[config.mk]
export PLATFORM = sky130hd
export DESIGN_NAME = jt12_acc_mix_flat
export DESIGN_NICKNAME = d
export VERILOG_FILES = /design/src/rtl/jt12_acc_mix_if.sv /design/src/rtl/jt12_acc_mix.sv /design/src/flat_wrapper.sv
export SDC_FILE = /design/constraint.sdc
export NUM_CORES = 1
export LEC_CHECK = 0
export ABC_AREA = 1
export CORE_MARGIN = 3
export CORE_UTILIZATION = 31
export CTS_BUF_LIST = sky130_fd_sc_hd__clkbuf_2 sky130_fd_sc_hd__clkbuf_4 sky130_fd_sc_hd__clkbuf_8
export DETAILED_ROUTE_END_ITERATION = 10
export GPL_ROUTABILITY_DRIVEN = 0
export SYNTH_ARGS = -nofsm -noshare
export SYNTH_HDL_FRONTEND = slang
export SYNTH_SLANG_ARGS = --single-unit
[constraint.sdc]
create_clock -name clk -period 8.1 [get_ports clk]
set_input_delay 1.215 -clock clk [delete_from_list [all_inputs] [get_ports clk]]
set_output_delay 1.215 -clock clk [all_outputs]
set_load 0.03 [all_outputs]
[src/rtl/jt12_acc_mix_if.sv]
// Operator-stage stream in, channel and stereo samples out.
// master drives the slot stream (operator stage / bench), slave is the mixer.
interface jt12_acc_mix_if;
    logic               clk_en;
    logic               zero;
    logic signed [13:0] op_result;
    logic [2:0]         alg;
    logic [1:0]         pan;
    logic signed [13:0] ch_out;
    logic [2:0]         ch_voice;
    logic               ch_valid;
    logic signed [15:0] snd_left;
    logic signed [15:0] snd_right;
    logic               snd_sample;

    modport master (
        output clk_en, zero, op_result, alg, pan,
        input  ch_out, ch_voice, ch_valid, snd_left, snd_right, snd_sample
    );

    modport slave (
        input  clk_en, zero, op_result, alg, pan,
        output ch_out, ch_voice, ch_valid, snd_left, snd_right, snd_sample
    );
endinterface

[src/rtl/jt12_acc_mix.sv]
// Channel accumulator and stereo mixer for the 24-slot operator stream:
// sums carriers per voice, saturates to 14 bits, pans and mixes to 16-bit L/R.
module jt12_acc_mix #(
    parameter int NUM_VOICES = 6
) (
    input  logic           clk,
    input  logic           rst_n,
    jt12_acc_mix_if.slave  bus
);
    localparam logic [4:0] LAST_SLOT = 5'(4*NUM_VOICES - 1);
    localparam logic [1:0] GRP_S1 = 2'd0;
    localparam logic [1:0] GRP_S3 = 2'd1;
    localparam logic [1:0] GRP_S2 = 2'd2;
    localparam logic [1:0] GRP_S4 = 2'd3;

    function automatic logic signed [13:0] sat14(input logic signed [15:0] x);
        if (x > 16'sd8191)       return 14'sd8191;
        else if (x < -16'sd8192) return -14'sd8192;
        else                     return 14'(x);
    endfunction

    function automatic logic signed [15:0] sat16(input logic signed [17:0] x);
        if (x > 18'sd32767)       return 16'sd32767;
        else if (x < -18'sd32768) return -16'sd32768;
        else                      return 16'(x);
    endfunction

    logic [4:0]         cnt_q, cnt_d, slot;
    logic [1:0]         grp;
    logic [2:0]         voice;
    logic               carrier, is_last;

    logic signed [15:0] sr_q [NUM_VOICES];
    logic signed [15:0] cur, op16, contrib, final_sum, entry_d;
    logic signed [13:0] chan;

    logic signed [17:0] acc_l_q, acc_r_q, acc_l_d, acc_r_d;
    logic signed [17:0] chan18, add_l, add_r, sum_l, sum_r;

    logic signed [13:0] ch_out_q;
    logic [2:0]         ch_voice_q;
    logic               ch_vld_q;
    logic signed [15:0] snd_l_q, snd_r_q;
    logic               snd_vld_q;

    // Slot decode: a zero strobe always wins so the frame can be resynced.
    always_comb begin
        slot    = bus.zero ? 5'd0 : cnt_q;
        is_last = (slot == LAST_SLOT);
        cnt_d   = is_last ? 5'd0 : slot + 5'd1;
        if (slot >= 5'd18) begin
            grp   = GRP_S4;
            voice = 3'(slot - 5'd18);
        end else if (slot >= 5'd12) begin
            grp   = GRP_S2;
            voice = 3'(slot - 5'd12);
        end else if (slot >= 5'd6) begin
            grp   = GRP_S3;
            voice = 3'(slot - 5'd6);
        end else begin
            grp   = GRP_S1;
            voice = 3'(slot);
        end
    end

    always_comb begin
        carrier = 1'b1;
        case (grp)
            GRP_S1:  carrier = (bus.alg == 3'd7);
            GRP_S3:  carrier = (bus.alg >= 3'd5);
            GRP_S2:  carrier = (bus.alg >= 3'd4);
            default: carrier = 1'b1;
        endcase
    end

    // The oldest shift-register entry always belongs to the current voice,
    // since each voice comes round again exactly NUM_VOICES slots later.
    always_comb begin
        cur       = sr_q[NUM_VOICES-1];
        op16      = 16'(bus.op_result);
        contrib   = carrier ? op16 : 16'sd0;
        final_sum = cur + op16;
        chan      = sat14(final_sum);
        entry_d   = 16'sd0;
        case (grp)
            GRP_S1:  entry_d = contrib;
            GRP_S3,
            GRP_S2:  entry_d = cur + contrib;
            default: entry_d = 16'sd0;
        endcase
    end

    always_comb begin
        chan18  = 18'(chan);
        add_l   = bus.pan[1] ? chan18 : 18'sd0;
        add_r   = bus.pan[0] ? chan18 : 18'sd0;
        sum_l   = acc_l_q + add_l;
        sum_r   = acc_r_q + add_r;
        acc_l_d = acc_l_q;
        acc_r_d = acc_r_q;
        if (grp == GRP_S4) begin
            // voice 0 opens the mix so no stale frame data survives
            acc_l_d = (voice == 3'd0) ? add_l : sum_l;
            acc_r_d = (voice == 3'd0) ? add_r : sum_r;
        end
    end

    always_ff @(posedge clk or negedge rst_n) begin
        if (!rst_n) begin
            cnt_q      <= '0;
            for (int i = 0; i < NUM_VOICES; i++) sr_q[i] <= '0;
            acc_l_q    <= '0;
            acc_r_q    <= '0;
            ch_out_q   <= '0;
            ch_voice_q <= '0;
            ch_vld_q   <= 1'b0;
            snd_l_q    <= '0;
            snd_r_q    <= '0;
            snd_vld_q  <= 1'b0;
        end else if (bus.clk_en) begin
            cnt_q   <= cnt_d;
            sr_q[0] <= entry_d;
            for (int i = 1; i < NUM_VOICES; i++) sr_q[i] <= sr_q[i-1];
            acc_l_q <= acc_l_d;
            acc_r_q <= acc_r_d;
            if (grp == GRP_S4) begin
                ch_out_q   <= chan;
                ch_voice_q <= voice;
            end
            ch_vld_q <= (grp == GRP_S4);
            if (is_last) begin
                snd_l_q <= sat16(sum_l);
                snd_r_q <= sat16(sum_r);
            end
            snd_vld_q <= is_last;
        end
    end

    // Strobe flops hold across disabled cycles; gating by clk_en lets each
    // strobe land on exactly one enabled cycle.
    assign bus.ch_out     = ch_out_q;
    assign bus.ch_voice   = ch_voice_q;
    assign bus.ch_valid   = ch_vld_q & bus.clk_en;
    assign bus.snd_left   = snd_l_q;
    assign bus.snd_right  = snd_r_q;
    assign bus.snd_sample = snd_vld_q & bus.clk_en;
endmodule
[src/flat_wrapper.sv]
// flat-port wrapper written by rule: the top's interface ports become plain ports
module jt12_acc_mix_flat 
#(
    parameter int NUM_VOICES = 6
)
  (clk, rst_n, bus_clk_en, bus_zero, bus_op_result, bus_alg, bus_pan, bus_ch_out, bus_ch_voice, bus_ch_valid, bus_snd_left, bus_snd_right, bus_snd_sample);
  jt12_acc_mix_if bus_i ();
  input  logic clk;
  input  logic rst_n;
  input wire logic [$bits(bus_i.clk_en)-1:0] bus_clk_en;
  input wire logic [$bits(bus_i.zero)-1:0] bus_zero;
  input wire logic [$bits(bus_i.op_result)-1:0] bus_op_result;
  input wire logic [$bits(bus_i.alg)-1:0] bus_alg;
  input wire logic [$bits(bus_i.pan)-1:0] bus_pan;
  output wire logic [$bits(bus_i.ch_out)-1:0] bus_ch_out;
  output wire logic [$bits(bus_i.ch_voice)-1:0] bus_ch_voice;
  output wire logic [$bits(bus_i.ch_valid)-1:0] bus_ch_valid;
  output wire logic [$bits(bus_i.snd_left)-1:0] bus_snd_left;
  output wire logic [$bits(bus_i.snd_right)-1:0] bus_snd_right;
  output wire logic [$bits(bus_i.snd_sample)-1:0] bus_snd_sample;
  assign bus_i.clk_en = bus_clk_en;
  assign bus_i.zero = bus_zero;
  assign bus_i.op_result = bus_op_result;
  assign bus_i.alg = bus_alg;
  assign bus_i.pan = bus_pan;
  assign bus_ch_out = bus_i.ch_out;
  assign bus_ch_voice = bus_i.ch_voice;
  assign bus_ch_valid = bus_i.ch_valid;
  assign bus_snd_left = bus_i.snd_left;
  assign bus_snd_right = bus_i.snd_right;
  assign bus_snd_sample = bus_i.snd_sample;
  jt12_acc_mix #(.NUM_VOICES(NUM_VOICES)) u_core (.clk(clk), .rst_n(rst_n), .bus(bus_i));
endmodule
==> results of run 1 <==
-- placed cells by master, fill, tap and decap left out, types with 5 or more instances in the layout --
cell / synthesis / routed
nand2_1: 669 / 669
a21o_1: 6 / 6
inv_1: 160 / 159
inv_2: 6 / 7
ha_1: 72 / 72
a22o_1: 8 / 8
a21oi_1: 86 / 86
buf_4: 4 / 9
nor2_1: 104 / 103
xnor2_1: 8 / 8
clkbuf_8: 0 / 20
nand3_2: 5 / 5
a2bb2oi_1: 8 / 8
xor2_1: 36 / 36
clkdlybuf4s50_1: 0 / 71
o21bai_1: 7 / 7
dfrtp_1: 188 / 188
nand3_1: 47 / 47
nor2_2: 4 / 5
o21ai_0: 115 / 115
-- registers in the layout, summed over array words and instances (netlist names) --
signal,count
u_core.bus.snd_left,16
u_core.acc_l_q,18
u_core.ch_vld_q,1
u_core.bus.ch_voice,3
u_core.bus.snd_right,16
u_core.sr_q,80
u_core.cur,16
u_core.acc_r_q,18
u_core.bus.ch_out,14
u_core.cnt_q,5
u_core.snd_vld_q,1
-- cell usage after synthesis (all sizes together) (4+ instances only) --
library cell  count
a21o              6
a21oi            86
a22o              8
a2bb2oi           8
buf              16
clkbuf           39
dfrtp           188
fa                4
ha               72
inv             166
nand2           674
nand3            52
nor2            109
nor3              5
o21ai           121
o21bai            7
xnor2             8
xor2             37
-- per-layer routing --
metal	global-route usage, %	wire [µm]
met3	2.89	1310
met1	20.1	14000
met2	24.6	13800
met5	0	0
met4	3.26	371
-- how the worst min path moves through the flow --
stage	to	slack, ns
after floorplan	u_core.sr_q[77]	0.44
after global routing	u_core.cur[11]	0.50
final	u_core.sr_q[77]	0.48
after CTS	u_core.sr_q[77]	0.49
after detailed placement	u_core.sr_q[77]	0.46
after global placement	u_core.sr_q[78]	0.46
-- cells by family (layout without fill, tap and decap cells) --
family / count (synthesis) / in the layout / share of synthesized area (%)
and+or+nand+nor: 847 / 847 / 28.5
AOI/OAI and AO/OA: 252 / 252 / 12.0
buffers and inverters: 222 / 281 / 7.50
DFF: 188 / 188 / 40.2
adders and majority gates: 76 / 76 / 8.38
xor gates and xnor gates: 45 / 45 / 3.43
other: 0 / 1 / 0
-- report_power, final --
group	switching, mW	internal, mW
Sequential	0.0611	1.03
Combinational	0.731	0.359
Clock	0.351	0.306
-- layout make-up --
cell class,instances,share of cell area [%]
Antenna cell,1,0.0188
Clock buffer,23,2.19
Clock inverter,9,0.820
Inverter,167,4.72
Multi-Input combinational cell,1220,46.1
Sequential cell,188,35.4
Tap cell,504,4.75
Timing Repair Buffer,82,6.00
-- worst max-delay path, delay by kind of cell --
family	cells	cell delay, ns
adders and majority gates	4	1.28
and+or+nand+nor	22	1.97
AOI/OAI and AO/OA	5	0.78
buffers and inverters	6	1.22
==> results.md, run 1 <==
* Outcome: complete, no violations
* Die width at 200 µm
* WL/cell at 13.4 µm
* Sequential area share after synthesis at 40.2%
* Slew Limit Fails at 0
* Drc violations at 0
* Drt pass-1 iters at 5
* Hold path depth at 2
* Cell mode on critical path: nand2_1
* CTS buffer count at 17
* Sink Count at 188
* Detailed placement HPWL at 21,600 µm
* DP Area at 12,900 µm²
* MaxCap Viol Count at 0
* Peak supply drop at 0.000102 V
* Crit path to: u_core.sr_q[90]
* #FFs+latches synth at 188
* Reg2reg setup slack at 3.02 ns
* Largest cells by area after synthesis: dfrtp_1, nand2_1, ha_1, inv_1, o21ai_0
* Multi-input gate area at 6120 µm²
* P&R area growth vs syn at 13.5%
* Synth warn at 0
* Post-Syn Nets at 1,729
* GRT overflow at 0
* Hold_buf cts at 0
* Die area at 40,100 µm²
* Crit path DAT at 6.48 ns
* First DRT Iteration DRCs at 705
* Setup Crit Path Kind: in2reg
* Top-level port count at 74
* Place WS at 1.51 ns
* Commonest register cell after synthesis: dfrtp_1
* Mapped Area at 11,700 µm²
* Cell count after synthesis at 1,630
* Average size of a mapped cell at 7.18 µm²
* Initial antenna violation count at 1
* CP max-delay cell: clkdlybuf4s50_1
* Non-Filler Instances at 2,194
* Clock Latency Late Sink at 0.49 ns
* Tmin final at 6.06 ns
* Die Ht at 200 µm
* Max Root-Sink Buffers at 2
* Yosys cell types at 44
* Final hold slack at 0.483 ns
* CP endpoint kind: flop
* Post-synth top area cell: dfrtp_1
* Largest net degree at the start of global routing at 101
* Critical path fanouts, max at 15
* Worst setup startpoint: bus_zero
* RSZ-0062 raised after global routing: false
* Clock transition at path regs at 0.10 ns
* Power Density at 214 nW/µm²
* Number of fill cells in the layout at 3,920
* Placed insts at 2,161
* CTS tree: built
* Leak Pwr at 7.22 nW
* Post-route ant nets at 0
* Nets at 1,775
* Vias at 10,200
* FP Rows at 70
* Overall power at 2.84 mW
* Root Driver: clkbuf_8
* Hold Vio Cnt, Final at 0
* Vias in the first global route at 9,860
* Share of cells above drive strength 1 at 4.44%
* Tcrit/Tclk final at 74.8%
* Slew headroom at 31.1%
* Final setup margin at 2.04 ns
* First-pass GRT wire length at 49,500 µm
* CORE AREA at 36,900 µm²
* Worst flop-to-flop path endpoint: u_core.sr_q[90]
* Drt total wl at 29,500 µm
* FF/Latch Area at 4700 µm²
* Async set or reset register ratio after synthesis at 100%
* Final setup violating endpoints at 0
* Synth top area share at 40.2%
* Via-to-Cell Ratio at 4.65
* Worst hold start: u_core.sr_q[77]
* Setup_tns at 0 ns
* CP startpoint kind: primary input
* Slew @ Worst Pin at 1.03 ns
* Achievable Freq at 0.165 GHz
* Post-CTS Setup Repair Bufs at 0
* EDFF count, synth at 0
* Reg2reg path depth at 37
* Req. time, crit path at 8.53 ns
* GRT Util Overall at 14.8%
* PortBufs at 73
* Fin area at 13,300 µm²
* Worst path max stage delay at 0.53 ns
* CTS H-tree depth at 4
* Initial Utilization at 31.7%
* PostCTS Resize Cnt at 0
* Final Util at 36.0%
* Hold Crit Class: reg2reg
* FF-to-FF Start: u_core.cnt_q[1]
* Clk_skew at 0.0191 ns
Power figures use the tool's default switching activity.
==> run 2, diff against run 1 <==
- clock period: 8.1 -> 5.23 ns (I/O delays scaled with it)
==> run 2 against run 1 <==
Net effect: clock-buffer cell count shrank 5; final area grew 3.2%; global-route usage grew 0.46 points; combinational power grew 72%; sequential power grew 55%; via count grew 2.3%; sequential cell count is the same; worst hold slack lost 0.19 ns; clock power grew 51%; critical endpoint is now u_core.bus.snd_right[2].
==> results.md, run 2 (same netlist as run 1, synthesis figures left out) <==
* Top delay family on crit path: simple AND/OR/NAND/NOR gates (unchanged)
* Power Density at 333 nW/µm² (was 214 nW/µm²)
* Max Root-Sink Buffers at 2 (unchanged)
* Clock transition at path regs at 0.10 ns (about the same)
* Clk_skew at 0.0213 ns (was 0.0191 ns)
* Setup Crit Path Kind: in2reg (unchanged)
* Slew @ Worst Pin at 0.925 ns (was 1.03 ns)
* Max Used Layer: met4 (unchanged)
* Drt pass-1 iters at 8 (was 5)
* GRT overflow at 0 (unchanged)
* Hold Vio Cnt, Final at 0 (unchanged)
* Hold Crit Class: in2async (was reg2reg)
* Drc violations at 0 (unchanged)
* Hold_buf cts at 0 (unchanged)
* Slew headroom at 38.2% (was 31.1%)
* Share of cells above drive strength 1 at 7.09% (was 4.44%)
* Commonest non-fill, non-tap cell in the layout: nand2_1 (unchanged)
* CP max-delay cell: clkdlybuf4s50_1 (unchanged)
* Tcrit/Tclk final at 92.5%
* Vias in the first global route at 10,100 (was 9,860)
* Clock Latency Late Sink at 0.50 ns (was 0.49 ns)
* Outcome: complete, no violations (unchanged)
* Die Ht at 200 µm (unchanged)
* Req. time, crit path at 5.66 ns (was 8.53 ns)
* Antenna cell count at 0 (was 1)
* Nets at 1,821 (was 1,775)
* CP endpoint kind: flop (unchanged)
* RSZ-0062 raised after global routing: false (unchanged)
* First DRT Iteration DRCs at 755 (was 705)
* CORE AREA at 36,900 µm² (unchanged)
* FF-to-FF Start: u_core.cur[8] (was u_core.cnt_q[1])
* P&R area growth vs syn at 17.2% (was 13.5%)
* Achievable Freq at 0.207 GHz
* Worst path max stage delay at 0.55 ns (was 0.53 ns)
* Top-level port count at 74 (unchanged)
* Drt total wl at 30,200 µm (was 29,500 µm)
* Crit path DAT at 5.27 ns (was 6.48 ns)
* Vias at 10,400 (was 10,200)
* Overall power at 4.57 mW (was 2.84 mW)
* Detailed placement HPWL at 22,400 µm (was 21,600 µm)
* Root Driver: clkbuf_8 (unchanged)
* Via-to-Cell Ratio at 4.66 (was 4.65)
* FP Rows at 70 (unchanged)
* PortBufs at 73 (unchanged)
* First-pass GRT wire length at 51,000 µm (was 49,500 µm)
* Reg2reg setup slack at 0.80 ns (was 3.02 ns)
* Commonest non-fill, non-tap cells in the layout: nand2_1, dfrtp_1, inv_1 (unchanged)
* GRT Util Overall at 15.3% (was 14.8%)
* Met3 wire len at 1100 µm (was 1310 µm)
* Cell mode on critical path: nand2_1 (unchanged)
* Final hold slack at 0.293 ns (was 0.483 ns)
* Die width at 200 µm (unchanged)
* Top flop regs: u_core.sr_q x80, u_core.acc_l_q x18, u_core.acc_r_q x18 (unchanged)
* Slew Limit Fails at 0 (unchanged)
* Post-route ant nets at 0 (unchanged)
* Top reg by flops: u_core.sr_q (unchanged)
* CTS tree: built (unchanged)
* Final setup violating endpoints at 0 (unchanged)
* CP startpoint kind: primary input (unchanged)
* Setup_tns at 0 ns (unchanged)
* Largest net degree at the start of global routing at 108 (was 101)
* Met2 WL at 14,000 µm (was 13,800 µm)
* CTS H-tree depth at 4 (unchanged)
* Die area at 40,100 µm² (unchanged)
* Sink Count at 188 (unchanged)
* Leak Pwr at 7.47 nW (was 7.22 nW)
* Peak supply drop at 0.000181 V (was 0.000102 V)
* CP bufs+invs at 5 (was 6)
* Initial Utilization at 31.7% (unchanged)
* CP Depth at 30 (was 37)
* Reg2reg path depth at 29 (was 37)
* M1 WL at 14,500 µm (was 14,000 µm)
* Tmin final at 4.84 ns
* WL/cell at 13.5 µm (was 13.4 µm)
* Critical path fanouts, max at 14 (was 15)
* Worst flop-to-flop path endpoint: u_core.bus.snd_right[2] (was u_core.sr_q[90])
* Initial antenna violation count at 0 (was 1)
* CTS buffer count at 17 (unchanged)
* MaxCap Viol Count at 0 (unchanged)
* Largest register FFs at 80 (unchanged)
[run 2: changes by cell type in the layout (fill, tap and decap cells not counted), sizes merged]
cell	delta
inv	+1
clkbuf	-5
buf	+46
diode	-1
clkinv	+3
[run 2: worst max-delay path by stage]
stage,start,to
6_report,bus_op_result[13],u_core.bus.snd_right[2]
5_1_grt,bus_op_result[7],u_core.bus.snd_right[13]
4_1_cts,bus_op_result[13],u_core.bus.snd_right[1]
3_5_place_dp,bus_op_result[13],u_core.bus.snd_left[2]
3_3_place_gp,bus_op_result[13],u_core.bus.snd_right[6]
2_1_floorplan,bus_zero,u_core.sr_q[90]
[run 2: metal layers]
metal,global-route usage [%],up-vias
met3,2.76,37
met1,20.6,4883
met5,0,-
met2,25.4,202
li1,-,5315
met4,4.07,0
[run 2: timing repair]
item                                    4_1_cts  5_1_grt
gates resized for setup                       0        5
buffers inserted                              0        0
endpoints found under the setup margin        0       27
endpoints found under the hold margin         0        0
[run 2: area by class of cell]
| cell class | count | area [µm²] |
|---|---|---|
| timing repair buffer | 128 | 1200 |
| fill | 3911 | 23200 |
| inverter | 167 | 627 |
| sequential | 188 | 4700 |
| tap | 504 | 631 |
| multi-input combinational | 1220 | 6160 |
| clock buffer | 18 | 241 |
| clock inverter | 13 | 144 |
[run 2: stage by stage]
stage	util [%]	cells	setup slack [ns]	area, µm²
final	37.2	2238	0.392	13700
after CTS	37.1	2238	0.393	13700
after floorplan	-	1630	0.749	11700
after global placement	36.0	2207	-0.0622	13300
after global routing	37.2	2238	0.00956	13700
after detailed placement	36.0	2207	-0.116	13300
[run 2: power by group]
part	switching, mW	internal (mW)	leakage [nW]
logic	1.19	0.691	4.72
clock network	0.563	0.432	0.197
registers	0.0936	1.60	2.55
==> run 3, diff against run 2 <==
- CORE_UTILIZATION: 31 -> 35
==> run 3 against run 2 <==
Net effect: register-to-register slack improved by 0.09 ns; clock-buffer cell count rose by 2; clock power about the same; total power increased by 0.78%; sequential share of layout area is essentially flat; combinational power about the same; sequential cell count did not move; non-clock buffer count up 15; largest cell class unchanged.
==> results.md, run 3 (same netlist as run 1, synthesis figures left out) <==
* Hold Vio Cnt, Final at 0 (unchanged)
* Place WS at -0.0923 ns (was -0.116 ns)
* RSZ-0062 raised after global routing: false (unchanged)
* Worst path max stage delay at 0.46 ns (was 0.55 ns)
* MaxCap Viol Count at 0 (unchanged)
* Hold_buf cts at 0 (unchanged)
* Die width at 189 µm (was 200 µm)
* Top-level port count at 74 (unchanged)
* Tcrit/Tclk final at 90.8% (was 92.5%)
* Post-route ant nets at 0 (unchanged)
* Drc violations at 0 (unchanged)
* Drt pass-1 iters at 5 (was 8)
* WL/cell at 13.3 µm (was 13.5 µm)
* Power Density at 336 nW/µm² (was 333 nW/µm²)
* Top flop regs: u_core.sr_q x80, u_core.acc_l_q x18, u_core.acc_r_q x18 (unchanged)
* Antenna cell count at 0 (unchanged)
* Share of cells above drive strength 1 at 7.83% (was 7.09%)
* CP bufs+invs at 7 (was 5)
* Nets at 1,836 (was 1,821)
* Req. time, crit path at 5.66 ns (about the same)
* Slew headroom at 36.1% (was 38.2%)
* First DRT Iteration DRCs at 681 (was 755)
* CORE AREA at 32,700 µm² (was 36,900 µm²)
* DP Area at 13,300 µm² (about the same)
* First-pass GRT wire length at 49,800 µm (was 51,000 µm)
* Final setup violating endpoints at 0 (unchanged)
* GRT Util Overall at 17.0% (was 15.3%)
* Achievable Freq at 0.211 GHz (was 0.207 GHz)
* Vias in the first global route at 10,200 (was 10,100)
* Cell mode on critical path: nand2_1 (unchanged)
* Slew @ Worst Pin at 0.957 ns (was 0.925 ns)
* Via-to-Cell Ratio at 4.73 (was 4.66)
* Final hold slack at 0.299 ns (was 0.293 ns)
* PortBufs at 73 (unchanged)
* Fin area at 13,700 µm² (about the same)
* Drt total wl at 29,200 µm (was 30,200 µm)
* Slew Limit Fails at 0 (unchanged)
* Critical path fanouts, max at 12 (was 14)
* Post-CTS Setup Repair Bufs at 0 (unchanged)
* Crit path DAT at 5.18 ns (was 5.27 ns)
* Number of fill cells in the layout at 3,374 (was 3,911)
* Vias at 10,400 (about the same)
* CP max-delay cell: clkdlybuf4s50_1 (unchanged)
* Setup Crit Path Kind: in2reg (unchanged)
* Overall power at 4.60 mW (was 4.57 mW)
* Top delay family on crit path: simple AND/OR/NAND/NOR gates (unchanged)
* Max Root-Sink Buffers at 2 (unchanged)
* Root Driver: clkbuf_8 (unchanged)
* Hold Crit Class: in2async (unchanged)
* P&R area growth vs syn at 17.1% (was 17.2%)
* Die area at 35,700 µm² (was 40,100 µm²)
* Largest net degree at the start of global routing at 108 (unchanged)
* Final setup margin at 0.481 ns (was 0.392 ns)
* Reg2reg setup slack at 0.89 ns (was 0.80 ns)
* Clock transition at path regs at 0.09 ns (was 0.10 ns)
* Sink Count at 188 (unchanged)
* Commonest non-fill, non-tap cells in the layout: nand2_1, dfrtp_1, inv_1 (unchanged)
* Leak Pwr at 7.52 nW (was 7.47 nW)
* Tmin final at 4.75 ns (was 4.84 ns)
* Clk_skew at 0.0174 ns (was 0.0213 ns)
* Outcome: complete, no violations (unchanged)
* FP Rows at 66 (was 70)
* CTS buffer count at 17 (unchanged)
* CP endpoint kind: flop (unchanged)
* CTS H-tree depth at 4 (unchanged)
* Peak supply drop at 0.000180 V (was 0.000181 V)
* Largest register FFs at 80 (unchanged)
* Clock Latency Late Sink at 0.50 ns (about the same)
* CP startpoint kind: primary input (unchanged)
* Detailed placement HPWL at 21,800 µm (was 22,400 µm)
* Initial Utilization at 35.8% (was 31.7%)
* Initial antenna violation count at 0 (unchanged)
* GRT overflow at 0 (unchanged)
* Die Ht at 189 µm (was 200 µm)
* Commonest non-fill, non-tap cell in the layout: nand2_1 (unchanged)
* Top reg by flops: u_core.sr_q (unchanged)
* CTS tree: built (unchanged)
[run 3: changes by cell type in the layout (fill, tap and decap cells not counted)]
cell        before  now
nor2_2           5    6
o21ai_4          2    1
inv_6            3    4
o21ai_2          1    2
clkinv_4         4    2
xor2_1          33   36
buf_4           50   67
buf_12           5    3
clkinv_2         3    2
clkbuf_4         1    3
clkinvlp_4       1    2
xor2_2           4    1
nor2_1         103  102
[run 3: repair_timing]
action | in CTS | in global routing
endpoints found under the setup margin | 0 | 3
hold endpoints to repair | 0 | 0
gates resized for setup | 0 | 2
[run 3: final timing paths]
path	from	end	depth (start not counted)
setup reg to reg	u_core.cnt_q[1]	u_core.sr_q[90]	37
setup / recovery	bus_zero	u_core.sr_q[90]	37
min in group clk	u_core.sr_q[16]	u_core.cur[0]	2
hold / removal	rst_n	u_core.bus.snd_left[3]	1
hold reg to reg	u_core.sr_q[16]	u_core.cur[0]	2
max in group asynchronous	rst_n	u_core.sr_q[48]	2
[run 3: area by class of cell]
class	count	area, µm²	area share [%]
Clock buffer	20	256	1.87
Clock inverter	12	138	1.00
Inverter	167	627	4.57
Multi-Input combinational cell	1220	6130	44.7
Sequential cell	188	4700	34.3
Timing Repair Buffer	143	1290	9.43
Tap cell	442	553	4.04
[run 3: through the flow]
stage          utilization (%)  setup TNS, ns  cells
3_5_place_dp              40.7         -0.176   2160
4_1_cts                   41.9              0   2192
2_1_floorplan                -              0   1630
5_1_grt                   41.9              0   2192
3_3_place_gp              40.7              0   2160
6_report                  41.9              0   2192
[run 3: report_power, final]
group	total, mW	leakage (nW)	switching, mW	internal [mW]
clock network	1.00	0.199	0.557	0.446
registers	1.69	2.55	0.0939	1.60
logic	1.90	4.78	1.18	0.729
total	4.60	7.52	1.83	2.78
[run 3: per-layer routing]
layer | part of all wire (%) | track usage, % | up-vias
met1 | 48 | 22.8 | 4781
met5 | 0 | 0 | -
li1 | - | - | 5356
met4 | 2.7 | 6.16 | 0
met2 | 45 | 27.6 | 174
met3 | 3.5 | 2.73 | 48
[run 3: worst register-to-register path: cells and delay by family, from the launching register on]
| family | cells | cell delay (ns) |
|---|---|---|
| AND/OR/NAND/NOR | 22 | 1.72 |
| AO/OA/AOI/OAI | 5 | 0.75 |
| adder cells (fa/ha/maj) | 3 | 0.86 |
| flip-flops | 1 | 0.34 |
| buffers and inverters | 7 | 0.61 |
